**config.mk**
```make
export PLATFORM = sky130hd
export DESIGN_NAME = fib_led_sequencer_flat
export DESIGN_NICKNAME = d
export VERILOG_FILES = /design/src/rtl/fib_led_sequencer_if.sv /design/src/rtl/fib_led_sequencer.sv /design/src/flat_wrapper.sv
export SDC_FILE = /design/constraint.sdc
export NUM_CORES = 1
export LEC_CHECK = 0
export BUFFER_PORTS_ARGS = -buffer_cell sky130_fd_sc_hd__buf_2
export CORE_ASPECT_RATIO = 1.25
export CORE_UTILIZATION = 40
export CTS_CLUSTER_DIAMETER = 150
export CTS_CLUSTER_SIZE = 25
export DETAILED_ROUTE_END_ITERATION = 7
export HOLD_SLACK_MARGIN = 0.15
export PLACE_DENSITY = 0.66
export SETUP_SLACK_MARGIN = 0.2
export SKIP_LAST_GASP = 1
export SLEW_MARGIN = 10
export SYNTH_ARGS = -nofsm -noshare
export SYNTH_HDL_FRONTEND = slang
export SYNTH_SLANG_ARGS = --single-unit
```
**constraint.sdc**
```tcl
create_clock -name clk_i -period 2.8 [get_ports clk_i]
set_clock_uncertainty 0.05 [all_clocks]
set_input_delay 0.28 -clock clk_i [delete_from_list [all_inputs] [get_ports clk_i]]
set_output_delay 0.28 -clock clk_i [all_outputs]
set_load 0.05 [all_outputs]
```
**src/rtl/fib_led_sequencer_if.sv**
```systemverilog
// Control and display bundle of the LED pattern sequencer.
// The block owns the slave side; whoever picks the pattern owns the master side.
interface fib_led_sequencer_if #(
  parameter int WIDTH = 8
);
  logic             en;
  logic [1:0]       mode;
  logic [WIDTH-1:0] leds;
  logic [5:0]       index;
  logic             step;
  logic             wrap;

  modport master (
    output en, mode,
    input  leds, index, step, wrap
  );

  modport slave (
    input  en, mode,
    output leds, index, step, wrap
  );
endinterface

```
**src/rtl/fib_led_sequencer.sv**
```systemverilog
// LED pattern sequencer: Fibonacci, binary count, walking one and hold,
// paced by an internal prescaler, with registered step/wrap strobes.
module fib_led_sequencer #(
  parameter int WIDTH = 8,
  parameter int DIV   = 1
) (
  input  logic               clk_i,
  input  logic               rst_i,
  fib_led_sequencer_if.slave seq_io
);

  localparam int PW = (DIV > 1) ? $clog2(DIV) : 1;

  typedef enum logic [1:0] {
    MODE_FIB  = 2'd0,
    MODE_BIN  = 2'd1,
    MODE_WALK = 2'd2,
    MODE_HOLD = 2'd3
  } mode_e;

  logic [PW-1:0]    pcnt_q, pcnt_d;
  mode_e            mreg_q, mreg_d;
  logic [WIDTH-1:0] a_q, a_d;
  logic [WIDTH-1:0] b_q, b_d;
  logic             last_q, last_d;
  logic [WIDTH-1:0] leds_q, leds_d;
  logic [5:0]       index_q, index_d;
  logic             step_q, step_d;
  logic             wrap_q, wrap_d;

  mode_e            mode_s;
  logic             tick_s;
  logic [WIDTH:0]   sum_s;

  assign mode_s = mode_e'(seq_io.mode);
  assign tick_s = seq_io.en && (pcnt_q == PW'(DIV - 1));
  // The carry bit of a+b marks the last value that still fits the display.
  assign sum_s  = {1'b0, a_q} + {1'b0, b_q};

  // Next-state: mode restart beats tick; hold mode lets the prescaler run idle.
  always_comb begin
    pcnt_d  = pcnt_q;
    mreg_d  = mreg_q;
    a_d     = a_q;
    b_d     = b_q;
    last_d  = last_q;
    leds_d  = leds_q;
    index_d = index_q;
    step_d  = 1'b0;
    wrap_d  = 1'b0;

    if (mode_s != mreg_q) begin
      mreg_d  = mode_s;
      pcnt_d  = '0;
      index_d = 6'd0;
      a_d     = '0;
      b_d     = WIDTH'(1);
      last_d  = 1'b0;
      case (mode_s)
        MODE_FIB:  leds_d = '0;
        MODE_BIN:  leds_d = '0;
        MODE_WALK: leds_d = WIDTH'(1);
        MODE_HOLD: leds_d = leds_q;
        default:   leds_d = leds_q;
      endcase
    end else begin
      if (seq_io.en) begin
        pcnt_d = tick_s ? '0 : pcnt_q + PW'(1);
      end else begin
        pcnt_d = pcnt_q;
      end

      if (tick_s) begin
        case (mreg_q)
          MODE_FIB: begin
            step_d = 1'b1;
            if (!last_q) begin
              a_d     = b_q;
              b_d     = sum_s[WIDTH-1:0];
              last_d  = sum_s[WIDTH];
              leds_d  = b_q;
              index_d = index_q + 6'd1;
            end else begin
              a_d     = '0;
              b_d     = WIDTH'(1);
              last_d  = 1'b0;
              leds_d  = '0;
              index_d = 6'd0;
              wrap_d  = 1'b1;
            end
          end
          MODE_BIN: begin
            step_d = 1'b1;
            leds_d = leds_q + WIDTH'(1);
            if (leds_q == '1) begin
              index_d = 6'd0;
              wrap_d  = 1'b1;
            end else begin
              index_d = index_q + 6'd1;
            end
          end
          MODE_WALK: begin
            step_d = 1'b1;
            if (leds_q[WIDTH-1]) begin
              leds_d  = WIDTH'(1);
              index_d = 6'd0;
              wrap_d  = 1'b1;
            end else begin
              leds_d  = leds_q << 1;
              index_d = index_q + 6'd1;
            end
          end
          MODE_HOLD: step_d = 1'b0;
          default:   step_d = 1'b0;
        endcase
      end else begin
        step_d = 1'b0;
      end
    end
  end

  // State registers; reset lands in the Fibonacci start state.
  always_ff @(posedge clk_i) begin
    if (rst_i) begin
      pcnt_q  <= '0;
      mreg_q  <= MODE_FIB;
      a_q     <= '0;
      b_q     <= WIDTH'(1);
      last_q  <= 1'b0;
      leds_q  <= '0;
      index_q <= 6'd0;
      step_q  <= 1'b0;
      wrap_q  <= 1'b0;
    end else begin
      pcnt_q  <= pcnt_d;
      mreg_q  <= mreg_d;
      a_q     <= a_d;
      b_q     <= b_d;
      last_q  <= last_d;
      leds_q  <= leds_d;
      index_q <= index_d;
      step_q  <= step_d;
      wrap_q  <= wrap_d;
    end
  end

  assign seq_io.leds  = leds_q;
  assign seq_io.index = index_q;
  assign seq_io.step  = step_q;
  assign seq_io.wrap  = wrap_q;

endmodule

```
**src/flat_wrapper.sv**
```systemverilog
// flat-port wrapper written by rule: the top's interface ports become plain ports
module fib_led_sequencer_flat 
#(
  parameter int WIDTH = 8,
  parameter int DIV   = 1
)
  (clk_i, rst_i, seq_io_en, seq_io_mode, seq_io_leds, seq_io_index, seq_io_step, seq_io_wrap);
  fib_led_sequencer_if #(.WIDTH(WIDTH)) seq_io_i ();
  input  logic clk_i;
  input  logic rst_i;
  input wire logic [$bits(seq_io_i.en)-1:0] seq_io_en;
  input wire logic [$bits(seq_io_i.mode)-1:0] seq_io_mode;
  output wire logic [$bits(seq_io_i.leds)-1:0] seq_io_leds;
  output wire logic [$bits(seq_io_i.index)-1:0] seq_io_index;
  output wire logic [$bits(seq_io_i.step)-1:0] seq_io_step;
  output wire logic [$bits(seq_io_i.wrap)-1:0] seq_io_wrap;
  assign seq_io_i.en = seq_io_en;
  assign seq_io_i.mode = seq_io_mode;
  assign seq_io_leds = seq_io_i.leds;
  assign seq_io_index = seq_io_i.index;
  assign seq_io_step = seq_io_i.step;
  assign seq_io_wrap = seq_io_i.wrap;
  fib_led_sequencer #(.WIDTH(WIDTH), .DIV(DIV)) u_core (.clk_i(clk_i), .rst_i(rst_i), .seq_io(seq_io_i));
endmodule
```
==> results.json, run 1 <==
{
  "max_freq_mhz": 451,
  "slew_violations": 0,
  "htreeDepth": 2,
  "diodes": 0,
  "synth.top_cell.area_share": 0.343,
  "synthCells": 254,
  "finalInstanceArea_um2": 2370,
  "syn_nets": 275,
  "yosysWarnings": 0,
  "power.density_nw_per_um2": 444,
  "max_cap_violations": 0,
  "ant_nets": 0,
  "grt_pass1_wl_mm": 7.83,
  "detailedPlace.worstSlack_ns": 0.568,
  "fin_util": 0.467,
  "yosys.area.top_type": "dfxtp_1",
  "ys.flop_type": "dfxtp_1",
  "setup_viol": 0,
  "synth_area_leaders": "dfxtp_1 (34%), ha_1 (8.9%), a21oi_1 (6.2%), nor2_1 (3.9%), o21ai_0 (2.9%)",
  "worstSetupStartpointType": "flip-flop",
  "grt_max_degree": 27,
  "cts_buffer_depth": 2,
  "ys_types": 45,
  "cts_made_buffers": 5,
  "fp.dieH_um": 83.0,
  "setup-tns-final_ns": 0,
  "stdcell_count": 339,
  "cp.arrival_ns": 2.39,
  "rows": 29,
  "maxSlewHeadroom": 0.544,
  "drive_above_1_share": 0.126,
  "grt_pass1_vias": 1753,
  "clock_sinks": 36,
  "rsz0062_at_grt": "no",
  "wl_per_cell_um": 13.9,
  "min_path_type": "input pin to flip-flop",
  "initial_core_util": 0.414,
  "tightest_slew_ns": 0.682,
  "dieArea_um2": 5550,
  "portBuffers": 20,
  "synthArstFlopShare": 0,
  "dp.cells": 330,
  "leakage_nw": 0.961,
  "drt_iter0_drc": 170,
  "area_delta_synth_final_pct": 12.8,
  "num_vias": 1904,
  "seq_area_frac_synth": 0.343,
  "cp.required_ns": 2.97,
  "post-route-period-util": 0.792,
  "synth.cell_area_um2": 2100,
  "drc": 0,
  "gp_congestion": 0.811,
  "synth_edf_count": 0,
  "criticalPathCategory": "flip-flop to flip-flop",
  "clk_latency_ns": 0.29,
  "ir_drop_mv": 0.169,
  "io_pins": 21,
  "nets": 297,
  "final-hold-violation-count": 0,
  "hold_ws_ns": 0.200,
  "wirelength_mm": 4.71,
  "ys_ff_latch": 36,
  "clk_pin_slew_ns": 0.07,
  "via_per_inst": 5.62,
  "die_w_um": 66.8,
  "cts-root-buf": "clkbuf_8",
  "period_minus_slack_ns": 2.22,
  "worstPathMaxFanout": 7,
  "core_um2": 5080,
  "dr.pass1.iters": 4,
  "dpl-instance-area_um2": 2270,
  "grt_usage": 0.182,
  "antenna_found_initial": 0,
  "layout_setup_ws_ns": 0.582,
  "hpwl_mm": 3.48,
  "avgSynthCellArea_um2": 8.27,
  "outcome": "finished, final reports clean",
  "cts_tree": "built",
  "grt_remaining_overflow": 0,
  "power.total_mw": 1.05,
  "cp-end-kind": "flip-flop"
}
[flip-flops by register name (all words and copies together), names as in the netlist]
name and cells:
u_core.a_q 8, u_core.b_q 8, u_core.last_q 1, u_core.mreg_q 2, u_core.pcnt_q 1, u_core.seq_io.index 6, u_core.seq_io.leds 8, u_core.seq_io.step 1
u_core.seq_io.wrap 1
[timing repair]
action | 4_1_cts | 5_1_grt
setup endpoints to repair | 0 | 0
buffers inserted | 0 | 0
endpoints found under the hold margin | 1 | 0
gates resized for setup | 0 | 0
hold buffers | 1 | 0
[layout make-up]
cell class              count  area [µm²]
multi-input cells         193        1280
well taps                  62        77.6
fillers                   531        2710
clock buffers               8        90.1
flip-flops and latches     36         721
repair buffers             25         140
inverters                  15        56.3
[cell families (layout without fill, tap and decap cells)]
kind of cell / count (synthesis) / after routing / share of synthesized area
muxes: 6 / 6 / 0.0292
AOI/OAI and AO/OA: 69 / 69 / 0.207
xor gates and xnor gates: 9 / 9 / 0.0447
adders and majority gates: 16 / 16 / 0.0989
and+or+nand+nor: 93 / 93 / 0.232
buffers and inverters: 25 / 48 / 0.0453
DFF: 36 / 36 / 0.343
[final timing paths]
kind	from	to	slack, ns	cells after the start
max	u_core.mreg_q[0]	u_core.seq_io.index[4]	0.58	7
min	rst_i	u_core.seq_io.leds[2]	0.20	2
max reg2reg	u_core.mreg_q[0]	u_core.seq_io.index[4]	0.58	7
min reg2reg	u_core.a_q[2]	u_core.a_q[2]	0.41	2
[placed cells by master (no fill, tap or decap), drive strengths merged, types with 10 or more instances in the layout]
master	instances
a21oi	26
buf	24
dfxtp	36
ha	15
inv	15
nand2	14
nand3	10
nor2	22
o21ai	14
[Yosys cell counts, types with 3 or more instances]
cell	instances
dfxtp_1	36
a21oi_1	26
nor2_1	22
ha_1	15
inv_1	15
nand2_1	14
o21ai_0	12
nand3_1	10
clkbuf_1	9
and3_1	8
nor3_1	8
nor4_1	8
nor2b_1	7
xnor2_1	6
mux2i_1	5
a22oi_1	4
nand2b_1	4
o32ai_1	4
a221oi_1	3
nand4_1	3
or3_1	3
[power by group]
part	switching (mW)	total (mW)	internal, mW
registers	0.0109	0.529	0.518
clock network	0.185	0.386	0.201
logic	0.0896	0.137	0.0471
total	0.286	1.05	0.766
[layer usage]
| metal | vias up | routed length [µm] | GRT usage |
|---|---|---|---|
| met1 | 880 | 2180 | 0.234 |
| li1 | 967 | - | - |
| met4 | 0 | 72 | 0.0658 |
| met2 | 51 | 2270 | 0.291 |
| met5 | - | 0 | 0 |
| met3 | 6 | 185 | 0.0398 |
[worst max-delay path: stages, from the launching register on]
cell	delay [ns]
dfxtp_1	0.44
inv_1	0.10
ha_1	0.35
inv_1	0.19
nor4_1	0.10
or4_1	0.49
or3_1	0.35
o21ai_1	0.07
No activity file was read; power rests on OpenSTA's default activity.
==> run 2: changes to the inputs <==
--- a/config.mk
+++ b/config.mk
@@ -12,7 +12,7 @@
 export CTS_CLUSTER_SIZE = 25
 export DETAILED_ROUTE_END_ITERATION = 7
 export HOLD_SLACK_MARGIN = 0.15
-export PLACE_DENSITY = 0.66
+export PLACE_DENSITY = 0.68
 export SETUP_SLACK_MARGIN = 0.2
 export SKIP_LAST_GASP = 1
 export SLEW_MARGIN = 10
==> constraint.sdc (replaced) <==
create_clock -name clk_i -period 1.8 [get_ports clk_i]
set_clock_uncertainty 0.05 [all_clocks]
set_input_delay 0.18 -clock clk_i [delete_from_list [all_inputs] [get_ports clk_i]]
set_output_delay 0.18 -clock clk_i [all_outputs]
set_load 0.05 [all_outputs]
==> run 2 against run 1 <==
The run now ends with setup timing left. Design area rose by 30%. Sequential power rose by 54%. Power rose by 83%. Non-clock buffer count rose by 33. Clock power rose by 87%. Worst setup slack got worse by 0.63 ns. Maximum frequency rose by 20%. Combinational power rose to 2.8 times the previous value. Worst hold slack got worse by 0.047 ns. First-iteration DRC count fell by 31%. Largest power group unchanged.
==> results.json, run 2 (synthesized netlist as in run 1, its figures left out) <==
{
  "ant_nets": 0,
  "via_per_inst": 5.55,
  "critPathMaxStageDelay_ns": 0.54,
  "tightest_slew_ns": 0.314,
  "reg2reg_depth": 7,
  "hpwl_mm": 3.65,
  "setup.worst_path.start": "u_core.mreg_q[1]",
  "multiInputGateArea_um2": 1640,
  "nets": 330,
  "min_path_type": "input pin to flip-flop",
  "cts-root-buf": "clkbuf_8",
  "leakage_nw": 1.21,
  "htreeDepth": 2,
  "setup_viol": 4,
  "cp.arrival_ns": 2.03,
  "cts_made_buffers": 5,
  "area_delta_synth_final_pct": 46.5,
  "grt_max_degree": 27,
  "rr_startpoint": "u_core.mreg_q[1]",
  "detailedPlace.worstSlack_ns": -0.146,
  "final_cell_mix": "buf_4 (23), dfxtp_1 (22), nor2_1 (20), a21oi_1 (20), buf_2 (20)",
  "grt_pass1_wl_mm": 8.91,
  "drive_above_1_share": 0.429,
  "critical_path.reg2reg.endpoint": "u_core.seq_io.index[5]",
  "cts_buffer_depth": 2,
  "cts_tree": "built",
  "core_um2": 5080,
  "fp.dieH_um": 83.0,
  "final-hold-violation-count": 0,
  "whs_endpoint": "u_core.seq_io.step",
  "worstPathMaxFanout": 5,
  "layout_setup_ws_ns": -0.0501,
  "grt_usage": 0.205,
  "min_from": "seq_io_en",
  "min_path_cells": 3,
  "post-route-period-util": 1.03,
  "final_common_cell": "buf_4",
  "worst_path_max_delay_cell": "or4_4",
  "outcome": "finished with violations",
  "cp_common_cell": "inv_4",
  "max_cap_violations": 0,
  "ir_drop_mv": 0.305,
  "violations": "setup timing",
  "clock_sinks": 36,
  "portBuffers": 20,
  "gp_congestion": 0.825,
  "drc": 0,
  "ff2ff_setup_slack_ns": -0.05,
  "fin_util": 0.606,
  "crit_path_cell_trace": "inv_4 > ha_4 > inv_4 > nor4_4 > or4_4 > or3_1 > o21ai_1",
  "cp.required_ns": 1.98,
  "max_freq_mhz": 541,
  "clk_latency_ns": 0.29,
  "initial_core_util": 0.414,
  "wirelength_mm": 5.52,
  "nFillCells": 426,
  "power.density_nw_per_um2": 625,
  "antenna_found_initial": 0,
  "maxSlewHeadroom": 0.791,
  "clk_pin_slew_ns": 0.07,
  "rows": 29,
  "worstSetupStartpointType": "flip-flop",
  "dr.pass1.iters": 4,
  "rsz0062_at_grt": "yes",
  "drt_iter0_drc": 118,
  "grt_pass1_vias": 2009,
  "cp-end-kind": "flip-flop",
  "num_vias": 2064,
  "grt_remaining_overflow": 0,
  "die_w_um": 66.8,
  "regArea_um2": 751,
  "criticalPathCategory": "flip-flop to flip-flop",
  "diodes": 0,
  "period_minus_slack_ns": 1.85,
  "dieArea_um2": 5550,
  "setup-tns-final_ns": -0.146,
  "io_pins": 21,
  "wl_per_cell_um": 14.8,
  "slew_violations": 0
}
[run 2: cell types whose count changed in the layout (fill, tap and decap cells not counted), sizes merged]
| cell | delta |
|---|---|
| buf | +30 |
| bufinv | +1 |
| clkbuf | -3 |
| clkinv | +1 |
| clkinvlp | +1 |
| dlygate4sd3 | +3 |
[run 2: metrics by stage]
| stage | total power [mW] | std cells | cell area [µm²] | hold slack [ns] |
|---|---|---|---|---|
| after floorplan | 1.03 | 254 | 2260 | 0.192 |
| after global placement | 1.11 | 350 | 2560 | 0.336 |
| after detailed placement | 1.11 | 350 | 2560 | 0.336 |
| after CTS | 1.89 | 367 | 2890 | 0.151 |
| after global routing | 2.00 | 372 | 3080 | 0.163 |
| final | 1.92 | 372 | 3080 | 0.153 |
[run 2: critical path, delay by kind of cell (launching register included)]
family / cells / cell delay, ns
buf+inv: 2 / 0.12
fa+ha+maj: 1 / 0.27
simple gates: 3 / 0.89
compound gates: 1 / 0.07
flops: 1 / 0.39
[run 2: how the worst max path moves through the flow]
stage                             endpoint  slack (ns)  cells past startpoint
detailed placement   u_core.seq_io.leds[0]       -0.15                      7
finish              u_core.seq_io.index[5]       -0.05                      7
global route        u_core.seq_io.index[4]       -0.11                      7
global placement    u_core.seq_io.index[5]       -0.06                      7
floorplan           u_core.seq_io.index[4]       -0.06                      7
CTS                 u_core.seq_io.index[4]       -0.06                      7
[run 2: layout make-up]
type | count | share of cell area
Multi-Input combinational cell | 193 | 0.532
Sequential cell | 36 | 0.244
Timing Repair Buffer | 58 | 0.142
Tap cell | 62 | 0.0252
Clock buffer | 5 | 0.0224
Inverter | 15 | 0.0207
Clock inverter | 3 | 0.0138
[run 2: per-layer routing]
metal / track usage / share of wire
met2: 0.349 / 0.52
met5: 0 / 0
met3: 0.0398 / 0.030
met1: 0.248 / 0.43
met4: 0.0716 / 0.017
[run 2: timing repair]
item,in CTS,in global routing
hold buffers,4,0
setup endpoints to repair,19,23
pin swaps,22,24
buffers inserted,5,5
hold endpoints to repair,5,0
gates resized for setup,32,34
[run 2: where the power goes]
part	switching [mW]	leakage (nW)	internal, mW
Combinational	0.213	0.855	0.176
Clock	0.311	0.0541	0.410
Sequential	0.0124	0.298	0.803
Total	0.536	1.21	1.39
==> run 3: changes to the inputs <==
--- a/config.mk
+++ b/config.mk
@@ -5,14 +5,16 @@
 export SDC_FILE = /design/constraint.sdc
 export NUM_CORES = 1
 export LEC_CHECK = 0
+export ABC_AREA = 1
 export BUFFER_PORTS_ARGS = -buffer_cell sky130_fd_sc_hd__buf_2
+export CAP_MARGIN = 20
 export CORE_ASPECT_RATIO = 1.25
-export CORE_UTILIZATION = 40
+export CORE_UTILIZATION = 41
 export CTS_CLUSTER_DIAMETER = 150
 export CTS_CLUSTER_SIZE = 25
 export DETAILED_ROUTE_END_ITERATION = 7
 export HOLD_SLACK_MARGIN = 0.15
-export PLACE_DENSITY = 0.68
+export PLACE_DENSITY = 0.69
 export SETUP_SLACK_MARGIN = 0.2
 export SKIP_LAST_GASP = 1
 export SLEW_MARGIN = 10
==> run 3 against run 2 <==
The run now ends clean. Clock-buffer cell count unchanged. Critical path depth up 3. Synthesized cell count up 38%. Design area down 5.0%. Routed wire length up 5.1%. First-iteration DRC count down 15%. Sequential power about the same. Flip-flop and latch count unchanged. Die area up 7.2%. Maximum frequency up 17%. Power up 9.6%. Sequential share of layout area up 0.89 points. Largest power group is now the clock network.
==> results.json, run 3 <==
{
  "ys.flop_type": "dfxtp_1",
  "core_um2": 5440,
  "fp.dieH_um": 86.0,
  "detailedPlace.worstSlack_ns": 0.155,
  "synth_fa_ha_area_frac": 0.0898,
  "grt_usage": 0.197,
  "synthCells": 350,
  "syn_nets": 371,
  "p_sw_frac": 0.243,
  "synth_compound_area_frac": 0.143,
  "ys_top_cells_by_count": "nand2_1 (103), inv_1 (40), dfxtp_1 (36), nor2_1 (36), nand3_1 (29)",
  "cts_buffer_depth": 2,
  "power_switching_uw": 513,
  "nFillCells": 516,
  "synth.most_common_cell": "nand2_1",
  "period_minus_slack_ns": 1.58,
  "dr.pass1.iters": 4,
  "synth_xor_area_frac": 0.00379,
  "cts_made_buffers": 5,
  "p_seq_frac": 0.388,
  "min_path_type": "input pin to flip-flop",
  "worstSetupStartpointType": "input pin",
  "area_delta_synth_final_pct": 26.4,
  "rsz0062_at_grt": "yes",
  "yosysWarnings": 0,
  "clk_latency_ns": 0.29,
  "cp.arrival_ns": 1.75,
  "synth_area_leaders": "dfxtp_1 (31%), nand2_1 (17%), ha_1 (8.1%), inv_1 (6.5%), nand3_1 (6.3%)",
  "synth_top_family_by_area": "simple AND/OR/NAND/NOR gates",
  "grt_max_degree": 18,
  "cp.required_ns": 1.98,
  "hpwl_mm": 4.03,
  "dp.cells": 433,
  "ant_nets": 0,
  "clk_pin_slew_ns": 0.08,
  "yosys.area.top_type": "dfxtp_1",
  "synth.top_cell.area_share": 0.312,
  "power.total_mw": 2.11,
  "wl_per_cell_um": 12.8,
  "slew_violations": 0,
  "diodes": 0,
  "setup_viol": 0,
  "finalInstanceArea_um2": 2930,
  "wirelength_mm": 5.81,
  "grt_remaining_overflow": 0,
  "yosys.area_share.simple": 0.357,
  "grt_pass1_vias": 2184,
  "htreeDepth": 2,
  "stdcell_count": 452,
  "portBuffers": 20,
  "final-hold-violation-count": 0,
  "drc": 0,
  "setup.worst_path.start": "seq_io_mode[0]",
  "power.internal_mw": 1.60,
  "post-route-period-util": 0.876,
  "drive_above_1_share": 0.268,
  "synthMuxAreaShare": 0,
  "worstPathMaxFanout": 6,
  "tightest_slew_ns": 0.348,
  "power.density_nw_per_um2": 721,
  "antenna_found_initial": 0,
  "clock_power_share": 0.477,
  "cts_tree": "built",
  "io_pins": 21,
  "p_comb_frac": 0.135,
  "synthArstFlopShare": 0,
  "num_vias": 2346,
  "max_freq_mhz": 634,
  "die_w_um": 69.2,
  "dpl-instance-area_um2": 2490,
  "synth.cell_area_um2": 2310,
  "rr_startpoint": "u_core.b_q[0]",
  "seq_area_frac_synth": 0.312,
  "min_from": "rst_i",
  "dieArea_um2": 5950,
  "nets": 408,
  "avgSynthCellArea_um2": 6.61,
  "drt_iter0_drc": 100,
  "outcome": "finished, final reports clean",
  "layout_setup_ws_ns": 0.224,
  "max_cap_violations": 0,
  "cp-end-kind": "flip-flop",
  "final_common_cell": "nand2_1",
  "setup-tns-final_ns": 0,
  "cts-root-buf": "clkbuf_8",
  "gp_congestion": 0.805,
  "leakage_nw": 1.28,
  "ys_types": 34,
  "initial_core_util": 0.425,
  "clock_sinks": 36,
  "synth_edf_count": 0,
  "criticalPathCategory": "input pin to flip-flop",
  "ir_drop_mv": 0.322,
  "ys_ff_latch": 36,
  "grt_pass1_wl_mm": 9.45,
  "maxSlewHeadroom": 0.767,
  "rows": 30,
  "via_per_inst": 5.19,
  "final_cell_mix": "nand2_1 (100), inv_1 (33), nor2_1 (30)"
}
[run 3: changes by cell type after synthesis, sizes merged, moves of 7 or more]
| cell | delta |
|---|---|
| nor4 | -7 |
| nor2 | +18 |
| inv | +27 |
| clkbuf | -8 |
| nor2b | -7 |
| nand3 | +20 |
| xnor2 | -8 |
| and3 | -8 |
| nand2 | +95 |
| a21oi | +10 |
[run 3: path summary, 6_finish.rpt]
path                            slack, ns                    end  cells past startpoint
worst max-delay path                 0.22  u_core.seq_io.leds[7]                     10
worst min-delay path                 0.17       u_core.mreg_q[1]                      2
worst max register to register       0.24          u_core.b_q[4]                      7
worst min register to register       0.41          u_core.pcnt_q                      2
[run 3: repair_timing]
action,CTS,global route
hold endpoints to repair,4,0
endpoints found under the setup margin,17,30
gates resized for setup,6,46
cloned,0,0
hold buffers,3,0
setup buffers,0,8
pin swaps,0,11
[run 3: per-layer routing]
metal | part of all wire | global-route usage
met5 | 0 | 0
met3 | 0.028 | 0.0353
met1 | 0.44 | 0.219
met4 | 0.023 | 0.0835
met2 | 0.51 | 0.365
[run 3: kinds of logic after synthesis]
group | after synthesis
buffers and inverters | 51
xor gates and xnor gates | 1
AOI/OAI and AO/OA | 57
DFF | 36
and+or+nand+nor | 189
adders and majority gates | 16
[run 3: critical path, stage by stage]
cell           delay, ns
dlygate4sd3_1       0.54
buf_6               0.11
inv_2               0.03
nand2_1             0.07
nand2_2             0.10
nor2_4              0.24
nand3_4             0.14
nor2_2              0.14
nand2_1             0.06
a21oi_1             0.13
[run 3: power groups by stage]
stage / Clock [mW] / Sequential (mW) / Combinational [mW]
2_1_floorplan: 0 / 0.857 / 0.152
3_3_place_gp: 0 / 0.837 / 0.222
3_5_place_dp: 0 / 0.837 / 0.224
4_1_cts: 1.02 / 0.819 / 0.233
5_1_grt: 1.08 / 0.820 / 0.309
6_report: 1.01 / 0.818 / 0.284
[run 3: cell type report]
cell class              count  area, µm²  area share
multi-input cells         263       1530       0.522
flip-flops and latches     36        739       0.253
repair buffers             37        249      0.0851
inverters                  44        171      0.0586
clock inverters             3       90.1      0.0308
well taps                  64       80.1      0.0274
clock buffers               5       68.8      0.0235
[run 3: stage by stage]
stage	util	hold slack, ns
after floorplan	-	0.207
after global placement	0.457	0.321
after detailed placement	0.457	0.324
after CTS	0.496	0.159
after global routing	0.537	0.177
final	0.537	0.170
